--- src/rtl/width_16to8.sv ---
// Re-serialises 16-bit words into a byte stream: a small word FIFO feeds a
// three-state serialiser that presents bytes on a registered valid/ready output.
module width_16to8 #(
  parameter int DEPTH     = 4,
  parameter bit MSB_FIRST = 1'b1
) (
  input  logic                     clk,
  input  logic                     rst_n,
  input  logic                     valid_in,
  input  logic [15:0]              data_in,
  output logic                     ready_in,
  output logic                     valid_out,
  output logic [7:0]               data_out,
  input  logic                     ready_out,
  output logic [$clog2(DEPTH):0]   fifo_level,
  output logic                     overflow,
  output logic [1:0]               state_o
);
  localparam int AW = $clog2(DEPTH);

  // Handshakes: a transfer happens on the rising edge where valid && ready are
  // both high; valid never depends on ready in the same cycle.
  typedef enum logic [1:0] {
    IDLE   = 2'd0,
    FIRST  = 2'd1,
    SECOND = 2'd2
  } state_e;

  state_e        state_q, state_d;
  logic [15:0]   mem_q [DEPTH];
  logic [AW:0]   wr_ptr_q, wr_ptr_d;
  logic [AW:0]   rd_ptr_q, rd_ptr_d;
  logic [15:0]   hold_q, hold_d;
  logic [7:0]    data_out_q, data_out_d;
  logic          valid_out_q, valid_out_d;
  logic          overflow_q, overflow_d;
  logic          full, empty, push, pop;
  logic [15:0]   head;

  function automatic logic [7:0] first_byte(input logic [15:0] w);
    return MSB_FIRST ? w[15:8] : w[7:0];
  endfunction

  function automatic logic [7:0] second_byte(input logic [15:0] w);
    return MSB_FIRST ? w[7:0] : w[15:8];
  endfunction

  assign full  = (wr_ptr_q[AW] != rd_ptr_q[AW]) &&
                 (wr_ptr_q[AW-1:0] == rd_ptr_q[AW-1:0]);
  assign empty = (wr_ptr_q == rd_ptr_q);
  assign head  = mem_q[rd_ptr_q[AW-1:0]];
  assign push  = valid_in && !full;

  always_comb begin
    state_d    = state_q;
    hold_d     = hold_q;
    data_out_d = data_out_q;
    pop        = 1'b0;
    case (state_q)
      IDLE: begin
        if (!empty) begin
          pop        = 1'b1;
          hold_d     = head;
          data_out_d = first_byte(head);
          state_d    = FIRST;
        end
      end
      FIRST: begin
        if (ready_out) begin
          data_out_d = second_byte(hold_q);
          state_d    = SECOND;
        end
      end
      SECOND: begin
        if (ready_out) begin
          if (!empty) begin
            pop        = 1'b1;
            hold_d     = head;
            data_out_d = first_byte(head);
            state_d    = FIRST;
          end else begin
            state_d    = IDLE;
          end
        end
      end
      default: state_d = IDLE;
    endcase
    valid_out_d = (state_d != IDLE);
    wr_ptr_d    = wr_ptr_q + {{AW{1'b0}}, push};
    rd_ptr_d    = rd_ptr_q + {{AW{1'b0}}, pop};
    overflow_d  = overflow_q | (valid_in && full);
  end

  always_ff @(posedge clk or negedge rst_n) begin
    if (!rst_n) begin
      state_q     <= IDLE;
      wr_ptr_q    <= '0;
      rd_ptr_q    <= '0;
      hold_q      <= '0;
      data_out_q  <= '0;
      valid_out_q <= 1'b0;
      overflow_q  <= 1'b0;
    end else begin
      state_q     <= state_d;
      wr_ptr_q    <= wr_ptr_d;
      rd_ptr_q    <= rd_ptr_d;
      hold_q      <= hold_d;
      data_out_q  <= data_out_d;
      valid_out_q <= valid_out_d;
      overflow_q  <= overflow_d;
    end
  end

  // Storage needs no reset: the pointers alone decide what is valid.
  always_ff @(posedge clk) begin
    if (push) mem_q[wr_ptr_q[AW-1:0]] <= data_in;
  end

  assign ready_in   = !full;
  assign valid_out  = valid_out_q;
  assign data_out   = data_out_q;
  assign fifo_level = wr_ptr_q - rd_ptr_q;
  assign overflow   = overflow_q;
  assign state_o    = state_q;

endmodule
--- config.mk ---
export PLATFORM = sky130hd
export DESIGN_NAME = width_16to8
export DESIGN_NICKNAME = d
export VERILOG_FILES = /design/src/rtl/width_16to8.sv
export SDC_FILE = /design/constraint.sdc
export NUM_CORES = 1
export LEC_CHECK = 0
export ABC_CLOCK_PERIOD_IN_PS = 2900
export CAP_MARGIN = 20
export CORE_MARGIN = 10
export CORE_UTILIZATION = 40
export DETAILED_ROUTE_END_ITERATION = 7
export HOLD_SLACK_MARGIN = 0.03
export PLACE_DENSITY = 0.73
export SKIP_LAST_GASP = 1
export SYNTH_ARGS = -nofsm -noshare
export SYNTH_HDL_FRONTEND = slang
export SYNTH_SLANG_ARGS = --single-unit
--- constraint.sdc ---
create_clock -name clk -period 2.9 [get_ports clk]
set_input_delay 0.435 -clock clk [delete_from_list [all_inputs] [get_ports clk]]
set_output_delay 0.435 -clock clk [all_outputs]
set_load 0.02 [all_outputs]
**After elaboration in Yosys (flattened, before gate mapping)**

Memories as Yosys holds them, arrays and structs flattened.
Cells that the tools add are included.

- Add/subtract/negate cells: 3
- Eq/ne operators: 7
- Muxes and demuxes: 17
- Bitwise logic cells: 1
- Reduce and logical (&&, ||, !) cells: 10

Operators with widths:

| cell | number |
|---|---|
| $mux 16 | 2 |
| $pmux 16 s2 | 1 |
| $mux 8 | 3 |
| $pmux 8 s3 | 1 |
| $add 3x1->3 | 2 |
| $mux 2 | 3 |
| $pmux 2 s3 | 1 |
| $mux 1 | 5 |
| $ne 2x2->1 const B | 2 |
| $reduce_bool 2->1 | 2 |
| $eq 3x3->1 | 1 |
| $logic_and 1x1->1 | 3 |
| $reduce_and 3->1 | 1 |
| $reduce_bool 3->1 | 1 |
| $sub 3x3->3 | 1 |
| $eq 2x1->1 const B | 1 |
| $eq 2x2->1 | 1 |
| $eq 2x2->1 const B | 1 |
| $logic_not 2->1 | 1 |
| $pmux 1 s2 | 1 |
| $reduce_and 2->1 | 1 |
| $logic_not 1->1 | 1 |
| $ne 1x1->1 | 1 |
| $or 1x1->1 | 1 |

- Flip-flop bits (word level): 34
- Memory bits (writable): 64
- Output and inout bits: 16
- Word-level logic and storage cells: 46
- Memories: 1

Memories:

| memory | depth | width | rd ports | clocked after Yosys merged registers in | write ports | line | text |
|---|---|---|---|---|---|---|---|
| mem_q | 4 | 16 | 1 | 0 | 1 | 30 | `logic [15:0] mem_q [DEPTH];` |

**Longest topological paths before layout**

- Depth after elaboration: 6
- Gate-level depth with buffers: 9
- Gate-level depth less buffers: 8

**Worst setup path after synthesis**

OpenSTA, ideal clock, no wires.

- Path kind: register -> register
- Start: register rd_ptr_q[1]
- End: memory mem_q[1][0], enable pin
- Library setup time: 0.409 ns
- Arrival: 2.597 ns
- Setup slack: -0.106 ns
- Stages on the path, launching flop included: 7
- Clock period less this slack: 3.006 ns
- Path through: dfrtp_1 -> buf_2 -> clkinv_1 -> ha_1 -> nand3_1 -> nand2_1 -> nor3_1

- Cells in the longest elaborated chain, start to end: 6

Ends and longest elaborated chain:

| element | line | text |
|---|---|---|
| from (decl) | 32 | `logic [AW:0] rd_ptr_q, rd_ptr_d;` |
| from (signal assigned) | 106 | `rd_ptr_q <= rd_ptr_d;` |
| $eq 2x2->1 | 49 | `(wr_ptr_q[AW-1:0] == rd_ptr_q[AW-1:0]);` |
| $logic_and 1x1->1 | 48 | `assign full = (wr_ptr_q[AW] != rd_ptr_q[AW]) &&` |
| $logic_not 1->1 | -- |  |
| via ready_in | 11 | `output logic ready_in,` |
| $logic_and 1x1->1 | 52 | `assign push = valid_in && !full;` |
| $mux 1 | 116 | `if (push) mem_q[wr_ptr_q[AW-1:0]] <= data_in;` |
| $mux 1 (implied by the code) | 116 |  |
| to (decl) | 30 |  |

The timed path passes the listed nets, and every way through them passes these cells.

**Final worst setup path**

- Start: register wr_ptr_q[0]
- End: output port fifo_level[2]

- Cells in the longest elaborated chain, start to end: 1

Ends and longest elaborated chain:

| element | line | text |
|---|---|---|
| from (decl) | 31 | `logic [AW:0] wr_ptr_q, wr_ptr_d;` |
| from (signal assigned) | 105 | `wr_ptr_q <= wr_ptr_d;` |
| $sub 3x3->3 | 122 | `assign fifo_level = wr_ptr_q - rd_ptr_q;` |
| to (decl) | 15 | `output logic [$clog2(DEPTH):0] fifo_level,` |

Every way passes these cells.

==> flow_summary.toml <==
[outcome]
outcome = "completed"

[worst_setup_path]
path_buf_inv = 2
crit_slowest_cell = "clkdlybuf4s50_1"
crit_end = "fifo_level[2]"
ff2ff_path_depth = 9
cp-end-kind = "output port"
cp-start-kind = "flop"
path_cells = "inv_1 -> ha_1 -> fa_1 -> xor2_1 -> clkdlybuf4s50_1"
r2r_start = "rd_ptr_q[1]"
arrival_ns = 2.27
crit_cells = 5
r2r_end = "rd_ptr_q[2]"
reg2reg_slack_ns = 0.54
critPathTopFamily = "buffers and inverters"
required_ns = 2.47
worstSetupPathType = "flop to output port"
worstPathMaxFanout = 4
worstSetupStartpoint = "wr_ptr_q[0]"
slowest_delay_ns = 0.63

[place]
place.gp.congestion = 0.818
portBuffers = 35
hpwl_um = 4440

[clock_tree]
cts_setup_buffers = 0
cts_tree = "done"
cts.repair.resized = 0
cts-root-buf = "clkbuf_8"
cts_made_buffers = 9
clk_latency_ns = 0.36
postCtsHoldBufs = 0
path_clk_slew_ns = 0.08
htree_levels = 3
cts_buffer_depth = 2
clock_sinks = 90

[logic_synthesis]
seq_area_frac_synth = 0.712
synth_warnings = 0
synth_nets = 246
synthCells = 219
ys_types = 32
ys_ff_latch = 90
avgSynthCellArea_um2 = 16.5
syn_area_mm2 = 0.00361

[global_routing]
overflow = 0
grtUsageMet2 = 0.169
grtUsageMet3 = 0.0458
grt_max_degree = 27
grt_usage = 0.106
grt_pass1_wl_um = 10800
grt.busiest_layer = "met2"
antenna_found_initial = 0
grt_pass1_vias = 2035
grtUsageMet1 = 0.126

[sta]
tightest_slew_ns = 0.911
setup_tns_ns = 0
fmax_ghz = 0.370
slew_viol_final = 0
fin_crit_ns = 2.70
grt_setup_unrepaired = "false"
finClkSkew_ns = 0.00939
setup_viol = 0
slew-limit-headroom = 0.393
fin_crit_sh = 0.931
hold_violations = 0

[pwr]
leakage_nw = 1.60
power.density_mw_per_mm2 = 1130
ir_drop_mv = 0.466

[floorplanning]
coreArea_mm2 = 0.00876
die_y_um = 115
start_util = 0.412
ioPinCount = 36
rows = 34
die_x_um = 115
die_area_mm2 = 0.0132

[cells_and_area]
diodes = 0
final_util = 0.492
nets = 290
area_growth_pct = 19.5
drive_gt1_frac = 0.175
n_fill_cell = 765

[hold_path]
holdCritPathClass = "input pin to async pin"

[route]
drc = 0
drt_iter0_drc = 113
wl_per_cell_um = 17.9
via_per_inst = 5.20
postRouteAntennaNets = 0
dr.pass1.iters = 4
wirelength_um = 6720
vias = 1956

[job]
drv_cap = 0
## worst reg2reg max path, stage by stage (launching register included)
cell,delay [ns]
dfrtp_1,0.58
clkinv_1,0.11
buf_4,0.19
ha_1,0.31
nand2_1,0.14
nor2_2,0.06
nor3_4,0.38
ha_1,0.23
ha_1,0.15
xor2_1,0.14
## power by group
part           total (mW)  switching [mW]  leakage [nW]  internal [mW]
Combinational        2.02            1.12         0.617          0.898
Clock               0.830           0.413        0.0930          0.417
Sequential           2.01           0.209         0.890           1.80
Total                4.86            1.74          1.60           3.12
## area by class of cell
cell class	instances	area [µm²]	share of cell area
multi-input cells	110	963	0.223
clock buffers	11	141	0.0328
well taps	108	135	0.0313
repair buffers	44	418	0.0969
flip-flops and latches	90	2570	0.596
clock inverters	5	53.8	0.0125
inverters	8	30.0	0.00696
## how the worst min path moves through the flow
stage                         from     endpoint  cells after the start
after floorplan              rst_n  data_out[0]                      0
after detailed placement  overflow     overflow                      1
final                        rst_n  wr_ptr_q[1]                      2
after global placement    overflow     overflow                      1
after global routing         rst_n  wr_ptr_q[0]                      2
after CTS                    rst_n  rd_ptr_q[0]                      2
## metal layers
metal  vias to the layer above  share of wire  wire length [µm]
li1                        914              -                 -
met1                       975           0.43              2920
met2                        56           0.49              3280
met3                        11          0.063               424
met4                         0          0.014                95
met5                         -              0                 0
## cells in the mapped netlist
library cell | n | area [µm²]
nand2b_1 | 1 | 6.26
nor2_2 | 1 | 6.26
nor3_1 | 5 | 25.0
clkbuf_1 | 2 | 7.51
clkinv_1 | 1 | 3.75
a211oi_1 | 1 | 7.51
nand3_1 | 17 | 85.1
edfxtp_1 | 64 | 1920
mux2_2 | 8 | 90.1
dfrtp_1 | 26 | 651
inv_1 | 7 | 26.3
ha_1 | 6 | 75.1
mux2i_1 | 16 | 160
mux4_2 | 8 | 180
buf_6 | 1 | 11.3
xor2_1 | 3 | 26.3
xor2_2 | 1 | 16.3
nor2b_1 | 1 | 6.26
maj3_1 | 1 | 10.0
o41ai_1 | 8 | 70.1
nand2_1 | 11 | 41.3
fa_1 | 1 | 20.0
o21ai_0 | 9 | 45.0
nor2_1 | 8 | 30.0
o22ai_1 | 1 | 6.26
nor3_4 | 1 | 16.3
buf_4 | 3 | 22.5
buf_2 | 3 | 15.0
nor3_2 | 1 | 10.0
a41o_1 | 1 | 10.0
buf_1 | 1 | 3.75
clkbuf_2 | 1 | 5.00
## cells by family (layout without fill, tap and decap cells)
logic type,after synthesis,after routing,share of synthesized area
AO/OA/AOI/OAI,20,20,0.0385
XOR/XNOR,4,4,0.0118
adder cells (fa/ha/maj),8,8,0.0291
buffers and inverters,19,68,0.0263
flip-flops,90,90,0.712
multiplexers,32,32,0.119
AND/OR/NAND/NOR,46,46,0.0627
## cell usage in the layout, fill, tap and decap left out, types with 2 or more instances in the layout
master and instances:
clkbuf_8 10, xor2_1 3, clkdlybuf4s50_1 35, nand2_1 11
mux2i_1 16, ha_1 6, buf_4 9, nor3_2 5
nor2_1 8, edfxtp_1 64, o41ai_1 8, clkinvlp_4 2
inv_1 7, dfrtp_1 26, nand3_1 17, clkinv_1 2
mux2_2 8, mux4_2 8, o21ai_0 9
## state kept, by name, indices dropped and copies added (netlist names)
register,cells
data_out,8
hold_q,8
mem_q,64
overflow,1
rd_ptr_q,3
state_o,2
valid_out,1
wr_ptr_q,3
## through the flow
stage | setup slack, ns | hold WS [ns] | std cells | area [µm²] | total power, mW
final | 0.200 | 0.439 | 376 | 4310 | 4.86
after global placement | 0.570 | 0.469 | 360 | 4120 | 4.04
after global routing | 0.0410 | 0.456 | 376 | 4310 | 5.16
after CTS | 0.160 | 0.438 | 376 | 4310 | 4.93
after detailed placement | 0.559 | 0.473 | 360 | 4120 | 4.10
after floorplan | -0.106 | 0.139 | 219 | 3610 | 3.36
Note: power is estimated with default switching activity, not from simulation.
